--- src/rtl/ram8_burst.sv ---
// Eight-word register bank with random read/write port and a valid/ready burst reader.
// Optional sequential word clear is compiled in with RAM8_CLEAR_EN.

module Mux8way16 #(
   parameter int WIDTH = 16
) (
   input  logic [WIDTH-1:0] a,
   input  logic [WIDTH-1:0] b,
   input  logic [WIDTH-1:0] c,
   input  logic [WIDTH-1:0] d,
   input  logic [WIDTH-1:0] e,
   input  logic [WIDTH-1:0] f,
   input  logic [WIDTH-1:0] g,
   input  logic [WIDTH-1:0] h,
   input  logic [2:0]       sel,
   output logic [WIDTH-1:0] out
);
   always_comb begin
      unique case (sel)
         3'd0:    out = a;
         3'd1:    out = b;
         3'd2:    out = c;
         3'd3:    out = d;
         3'd4:    out = e;
         3'd5:    out = f;
         3'd6:    out = g;
         default: out = h;
      endcase
   end
endmodule

module ram8_burst #(
   parameter int          WIDTH = 16,
   parameter int unsigned DEPTH = 8
) (
   input  logic             CLK,
   input  logic             RST,
   input  logic [WIDTH-1:0] IN,
   input  logic             LOAD,
   input  logic [2:0]       ADDRESS,
   output logic [WIDTH-1:0] OUT,
   input  logic             BURST_START,
   input  logic [2:0]       BURST_BASE,
   input  logic [3:0]       BURST_LEN,
   output logic [WIDTH-1:0] BURST_DATA,
   output logic             BURST_VALID,
   input  logic             BURST_READY,
   output logic             BURST_LAST,
`ifdef RAM8_CLEAR_EN
   input  logic             CLEAR,
`endif
   output logic             BUSY
);

`ifdef RAM8_CLEAR_EN
   typedef enum logic [1:0] {S_IDLE, S_RUN, S_CLEAR} state_t;
`else
   typedef enum logic [1:0] {S_IDLE, S_RUN} state_t;
`endif

   logic [WIDTH-1:0] mem [DEPTH];
   state_t           state, state_nxt;
   logic [2:0]       ptr, ptr_nxt;
   logic [3:0]       rem, rem_nxt;
   logic [3:0]       eff_len;
   logic [2:0]       rd_addr;
   logic             rd_en;
   logic             wr_en;
   logic             valid_nxt, last_nxt;
   logic [2:0]       clr_idx, clr_idx_nxt;
   logic             clr_en;

   assign eff_len = (BURST_LEN > 4'd8) ? 4'd8 : BURST_LEN;

   always_comb begin
      state_nxt   = state;
      ptr_nxt     = ptr;
      rem_nxt     = rem;
      rd_en       = 1'b0;
      rd_addr     = ptr;
      wr_en       = LOAD;
      valid_nxt   = BURST_VALID;
      last_nxt    = BURST_LAST;
      clr_idx_nxt = clr_idx;
      clr_en      = 1'b0;
      unique case (state)
         S_IDLE: begin
`ifdef RAM8_CLEAR_EN
            if (CLEAR) begin
               state_nxt   = S_CLEAR;
               clr_idx_nxt = '0;
            end else
`endif
            if (BURST_START && BURST_LEN != '0) begin
               state_nxt = S_RUN;
               rd_en     = 1'b1;
               rd_addr   = BURST_BASE;
               ptr_nxt   = BURST_BASE + 3'd1;
               rem_nxt   = eff_len;
               valid_nxt = 1'b1;
               last_nxt  = (eff_len == 4'd1);
            end
         end
         S_RUN: begin
            if (BURST_VALID && BURST_READY) begin
               if (rem > 4'd1) begin
                  rd_en    = 1'b1;
                  ptr_nxt  = ptr + 3'd1;
                  rem_nxt  = rem - 4'd1;
                  last_nxt = (rem == 4'd2);
               end else begin
                  state_nxt = S_IDLE;
                  rem_nxt   = '0;
                  valid_nxt = 1'b0;
                  last_nxt  = 1'b0;
               end
            end
         end
`ifdef RAM8_CLEAR_EN
         S_CLEAR: begin
            wr_en       = 1'b0;
            clr_en      = 1'b1;
            clr_idx_nxt = clr_idx + 3'd1;
            if (clr_idx == 3'd7) state_nxt = S_IDLE;
         end
`endif
         default: state_nxt = S_IDLE;
      endcase
   end

   always_ff @(posedge CLK) begin
      if (RST) begin
         state       <= S_IDLE;
         ptr         <= '0;
         rem         <= '0;
         clr_idx     <= '0;
         BURST_DATA  <= '0;
         BURST_VALID <= 1'b0;
         BURST_LAST  <= 1'b0;
         BUSY        <= 1'b0;
      end else begin
         state       <= state_nxt;
         ptr         <= ptr_nxt;
         rem         <= rem_nxt;
         clr_idx     <= clr_idx_nxt;
         BURST_VALID <= valid_nxt;
         BURST_LAST  <= last_nxt;
         BUSY        <= (state_nxt != S_IDLE);
         // Non-blocking read alongside the write below gives read-before-write.
         if (rd_en) BURST_DATA <= mem[rd_addr];
      end
   end

   always_ff @(posedge CLK) begin
      if (RST) begin
         for (int unsigned i = 0; i < DEPTH; i++) mem[i] <= '0;
      end else begin
         if (wr_en) mem[ADDRESS] <= IN;
         if (clr_en) mem[clr_idx] <= '0;
      end
   end

   Mux8way16 #(.WIDTH(WIDTH)) u_mux (
      .a   (mem[0]),
      .b   (mem[1]),
      .c   (mem[2]),
      .d   (mem[3]),
      .e   (mem[4]),
      .f   (mem[5]),
      .g   (mem[6]),
      .h   (mem[7]),
      .sel (ADDRESS),
      .out (OUT)
   );

endmodule

--- config.mk ---
export PLATFORM = sky130hd
export DESIGN_NAME = ram8_burst
export DESIGN_NICKNAME = d
export VERILOG_FILES = /design/src/rtl/ram8_burst.sv
export SDC_FILE = /design/constraint.sdc
export NUM_CORES = 1
export LEC_CHECK = 0
export ABC_CLOCK_PERIOD_IN_PS = 7600
export CAP_MARGIN = 10
export CORE_UTILIZATION = 58
export DETAILED_ROUTE_END_ITERATION = 7
export PLACE_DENSITY = 0.79
export SLEW_MARGIN = 20
export SYNTH_ARGS = -nofsm -noshare
export SYNTH_HDL_FRONTEND = slang
export SYNTH_SLANG_ARGS = --single-unit
--- constraint.sdc ---
create_clock -name CLK -period 7.6 [get_ports CLK]
set_input_delay 1.52 -clock CLK [delete_from_list [all_inputs] [get_ports CLK]]
set_output_delay 1.52 -clock CLK [all_outputs]
set_load 0.05 [all_outputs]
; ---- Yosys cells after proc, flatten, opt, wreduce, memory -nomap -nowiden
; Memories as Yosys holds them, arrays and structs flattened. A register that Yosys moved wholly into a read port is not among the register bits.
; Index checks and enable logic that the tools add are counted.
[op_classes]
addsub = 3
reduce_logical = 11
eq_ne = 13
n_mux = 36
n_lt_le_gt_ge = 2
[ops]
columns = cell, count
row1 = 16-bit one-hot mux with 7 select lines, 1
row2 = 3-bit 2-to-1 mux, 6
row3 = 16-bit 2-to-1 mux, 1
row4 = 4-bit 2-to-1 mux, 4
row5 = 16-bit OR reduction, 1
row6 = 1-bit 2-to-1 mux, 15
row7 = 3-bit equality test (second input constant), 3
row8 = 2-bit != test (second input constant), 4
row9 = 4-bit one-hot mux with 2 select lines, 1
row10 = 4-bit AND reduction, 2
row11 = 3-bit by 1-bit adder with 3-bit output (second input constant), 2
row12 = 3-bit by 2-bit equality test with 1-bit output (second input constant), 2
row13 = 2-bit 2-to-1 mux, 3
row14 = 1-bit one-hot mux with 2 select lines, 3
row15 = 3-bit one-hot mux with 2 select lines, 1
row16 = 4-bit by 1-bit equality test with 1-bit output (second input constant), 1
row17 = 4-bit by 2-bit equality test with 1-bit output (second input constant), 1
row18 = 4-bit by 1-bit > comparator with 1-bit output (second input constant), 1
row19 = 4-bit > comparator (second input constant), 1
row20 = 2-bit one-hot mux with 2 select lines, 1
row21 = 2-bit nonzero test, 2
row22 = 4-bit nonzero test, 1
row23 = 4-bit by 1-bit subtractor with 4-bit output (second input constant), 1
row24 = 3-bit by 1-bit equality test with 1-bit output (second input constant), 1
row25 = other kinds (5), 6
[totals]
mem_bits_rw = 128
register_bits = 12
output_inout_bits = 35
n_memories = 1
inputBits = 31
[mem_list]
columns = name, depth, word_bits, read_ports, rd_clocked_by_memory_dff, write_ports, line
row1 = mem, 8, 16, 9, 1, 8, 61  ; logic [WIDTH-1:0] mem [DEPTH];

; ---- Logic depth before layout (Yosys ltp)
[logic_depth]
word_depth = 5
ltp_mapped = 8
depth_no_buf = 7

; ---- Modules after synthesis
; A second synthesis with hierarchy kept.
[unflattened]
cells_unflattened = 928
area_unflattened_um2 = 9701.8
[by_module_without_submodules]
columns = module, area_each_um2, cells_each, seq_area_each_um2, instances
row1 = ram8_burst, 8675.8, 774, 4404.2, 1
row2 = Mux8way16, 1026.0, 154, 0.0, 1

; ---- Worst setup path after synthesis
; Ideal clock, no wire load.
[synth_path]
path_kind = input port to output port
startpoint = in ADDRESS[2]
endpoint = out OUT[10]
path_slack_ps = 2130
arrival_ps = 3950
path_buffers = 4
stages = 6
required_time_ps = 6080
cell_sequence = clkbuf_1 clkbuf_1 clkbuf_1 clkbuf_1 o22ai_1 a211oi_1
[synth_between]
elab_chain_len = 2
elab_cells_between_ends = 8
cone_classes = eq/ne: 6 / mux: 1 / reduce/logical: 1
[synth_rtl]
columns = element, line
row1 = "start, declared", 40  ; input logic [2:0] ADDRESS,
row2 = 3-bit equality test (tied with other cells), 19  ; unique case (sel)
row3 = 16-bit one-hot mux with 7 select lines (*), 19
row4 = "end, declared", 41  ; output logic [WIDTH-1:0] OUT,
; Every way passes the cells marked *; elsewhere a longest branch is shown, timed or not.

; ---- Final worst setup path
[layout_path]
startpoint = in ADDRESS[2]
endpoint = out OUT[9]
; The elaborated chain is that of the path after synthesis.

==> results.md <==
* Cts hold-fix bufs at 0
* Gate power share at 18.1%
* Slew HR at about a fifth
* DP HPWL at 18,700 um
* Vias in the first global route at 7,680
* Total GRT Usage at 38.1%
* CTS tree: built
* PD cells at ~220 nW/um^2
* Synth cell types at between 50 and 60
* Diode count at 0
* Post-synth ARST share at 0%
* Critical Path Start Type: primary input
* Router iterations before antenna repair at 5
* Tmin final at 5.88 ns
* GRT overflow at 0
* Core area at approximately 16,000 um^2
* Hold slack at 0.498 ns
* Area growth from synthesis to final layout at 14.5%
* Slew at the pin closest to its max-slew limit at 1.19 ns
* Routability-driven placement congestion ratio at approximately 0.94
* Most frequent cell after synthesis: and2_1
* Starting density of the core at 59.2%
* Post-Syn Nets at 965
* CTS buffer count at 17
* Hold path depth at 2
* Switching power total at around 0.00068 W
* Sequential share of the synthesized area at between 40% and 50%
* DRC at 0
* Number of synthesized flops with an enable pin at 128
* Critical Path Stages at 7
* CTS Root Cell: clkbuf_16
* Die area at 16,700 um^2
* Postcts setup bufs at 0
* Clock power share at between 30 and 40%
* Final TNS setup at 0 ns
* Largest net degree at the start of global routing at 71
* Worst Path Arrival at about 4.4 ns
* WS Path Type: in2out
* # Max-Cap Violations at 0
* Antenna Nets Post-Route at 0
* Final hold violation count at 0
* RSZ-0062 raised after global routing: no
* Yosys top cell by area: edfxtp_1
* Nets@finish at 995
* H-tree Lvls at 4
* Worst path top cell family by delay: buffers and inverters
* Insertion delay to the later sink of the worst-skew pair at 0.44 ns
* Row count at 46
* YS warnings at 0
* Crit. End Element: output pin
* Sw Ratio at approximately 30%
* Flop pwr share at 44.9%
* Final Instance Area at 10,700 um^2
* Io pins at 66
* Syn Area/Cell at 10.1 um^2
* Total wire length at 30,700 um
* Fin worst setup slack at 1.72 ns
* List of most frequent post-synthesis cells: 131 x and2_1, 128 x edfxtp_1, 74 x nand2_1, 69 x nand2b_1, 66 x clkbuf_1
* Max IR drop VDD at approximately 0.00017 V
* Critical path's slowest cell: clkdlybuf4s50_1
* Placed cell area at approximately 10,000 um^2
* Crit path cell chain: clkdlybuf4s50_1, buf_4, and2_1, nand2_1, nor2_1, a211oi_1, clkdlybuf4s50_1
* # setup viols final at 0
* Crit path max fanout at 24
* Reg2reg path depth at 7
* Die width at 129 um
* Post-CTS sizing at 0
* Final worst-path cycle share at 77.4%
* Clock skew at 0.00843 ns
* Internal power at 0.00162 W
* Wire per inst at 25.8 um
* Port Buffers at 65
* Sink Count at approximately 160
* Initial antenna violation count at 1
* Fin. max-slew vios at 0
* Number of synthesized register bits at 156
* CP dominant cell by count: clkdlybuf4s50_1
* Buffers and inverters on the worst path at 3
* Max clock buf depth at 2
* Share of layout cells above drive strength 1 at between 10% and 20%
* Routed via count at between 8,000 and 9,000
* Critical Path RT at ~6.1 ns
* Post-Synthesis Cell Area at 9360 um^2
* Status: completed
* Die height at 129 um
* Design Power at 0.00231 W
* Clock slew at reported path FFs at 0.06 ns
* Hold/Removal Path Class: reg2reg
* Starting DRT DRC Count at 987
* First-pass GRT wire length at between 40,000 and 50,000 um
* Mapped Cells at 930
* Top cells by area, synth: edfxtp_1 41%, and2_1 8.8%, dfxtp_1 6.0%, nand2b_1 4.6%, a211oi_1 4.5%
* Worst path max stage delay at 0.88 ns
* Top FF cell, synth: edfxtp_1
* Drt via density at between 6 and 7
* Leak at 3.73 nW
* Pre-CTS setup slack at 1.91 ns
* Peak Freq at 170 MHz
* Share of the synthesized area in the top cell type at between 40% and 50%
## power by group through the flow
stage	registers, W	clock network [W]	logic (W)
2_1_floorplan	0.00106	0	0.000251
3_3_place_gp	0.00105	0	0.000399
3_5_place_dp	0.00105	0	0.000405
4_1_cts	0.00103	0.000855	0.000408
5_1_grt	0.00104	0.000885	0.000438
6_report	0.00104	0.000855	0.000417
## cells by family after synthesis
family | synth area share, %
AO/OA/AOI/OAI | 20.6
XOR/XNOR | 0.0936
adder cells (fa/ha/maj) | 0.535
buffers and inverters | 3.71
flip-flops | 47.0
multiplexers | 4.33
other | 0.0401
AND/OR/NAND/NOR | 23.6
## through the flow
stage | instances | utilization, %
after detailed placement | 1157 | 64.0
after floorplan | 930 | -
after global placement | 1157 | 64.0
final | 1189 | 67.8
after global routing | 1189 | 67.8
after CTS | 1189 | 67.7
## routing by layer
| metal | GRT usage (%) | vias to the layer above | routed length (um) |
|---|---|---|---|
| met5 | 0 | - | 9 |
| met4 | 22.9 | 2 | 1840 |
| met3 | 9.37 | 136 | 3760 |
| met2 | 59.6 | 631 | 13800 |
| met1 | 48.2 | 3791 | 11200 |
| li1 | - | 3549 | - |
## flip-flops by register name, indices dropped and copies added, names as in the netlist
register and count:
BUSY 1, BURST_LAST 1, ptr 3, rem 4, BURST_VALID 1, state 2
mem 128, BURST_DATA 16
## path summary, 6_finish.rpt
kind                                 endpoint  slack, ns  startpoint
worst min-delay path               BURST_LAST       0.50  BURST_LAST
worst max-delay path                   OUT[9]       1.72  ADDRESS[2]
worst max register to register  BURST_DATA[6]       3.83    state[0]
worst min register to register     BURST_LAST       0.50  BURST_LAST
## worst register-to-register path: stages, from the launching register on
cell	delay (ns)
dfxtp_1	0.38
or3b_1	0.39
buf_4	0.30
o21ai_4	0.83
nand2_2	0.55
buf_4	0.44
mux2_4	0.37
a2111oi_1	0.41
## layout by cell type (no fill, tap or decap), types with 3 or more instances in the layout
cell / synthesis / final
a2111oi_1: 5 / 5
a2111oi_2: 11 / 11
a211oi_1: 56 / 56
a21oi_1: 48 / 48
a221oi_1: 30 / 30
a22oi_1: 26 / 26
a311oi_1: 18 / 18
a31oi_1: 9 / 9
and2_1: 131 / 131
and3_1: 34 / 34
buf_4: 2 / 24
clkbuf_16: 0 / 17
clkdlybuf4s50_1: 0 / 62
clkinvlp_4: 0 / 4
dfxtp_1: 28 / 27
edfxtp_1: 128 / 128
ha_1: 4 / 4
inv_1: 4 / 4
inv_6: 0 / 4
mux2_2: 20 / 20
mux2_4: 4 / 4
mux2i_1: 3 / 3
mux4_2: 4 / 4
nand2_1: 74 / 74
nand2b_1: 69 / 69
nand3_1: 6 / 6
nor2_1: 51 / 51
nor2b_1: 7 / 7
nor3_1: 4 / 4
o21ai_0: 31 / 26
o21ai_1: 1 / 5
o22a_1: 9 / 9
o22ai_1: 4 / 3
or2_2: 4 / 4
## cell type report
cell class / count / area [um^2]
inverter: 4 / 15.0
sequential: 156 / 4410
tap: 216 / 270
multi-input combinational: 693 / 4630
fill: 1201 / 5100
timing repair buffer: 88 / 811
clock buffer: 17 / 425
clock inverter: 15 / 161
Power figures use the tool's default switching activity.
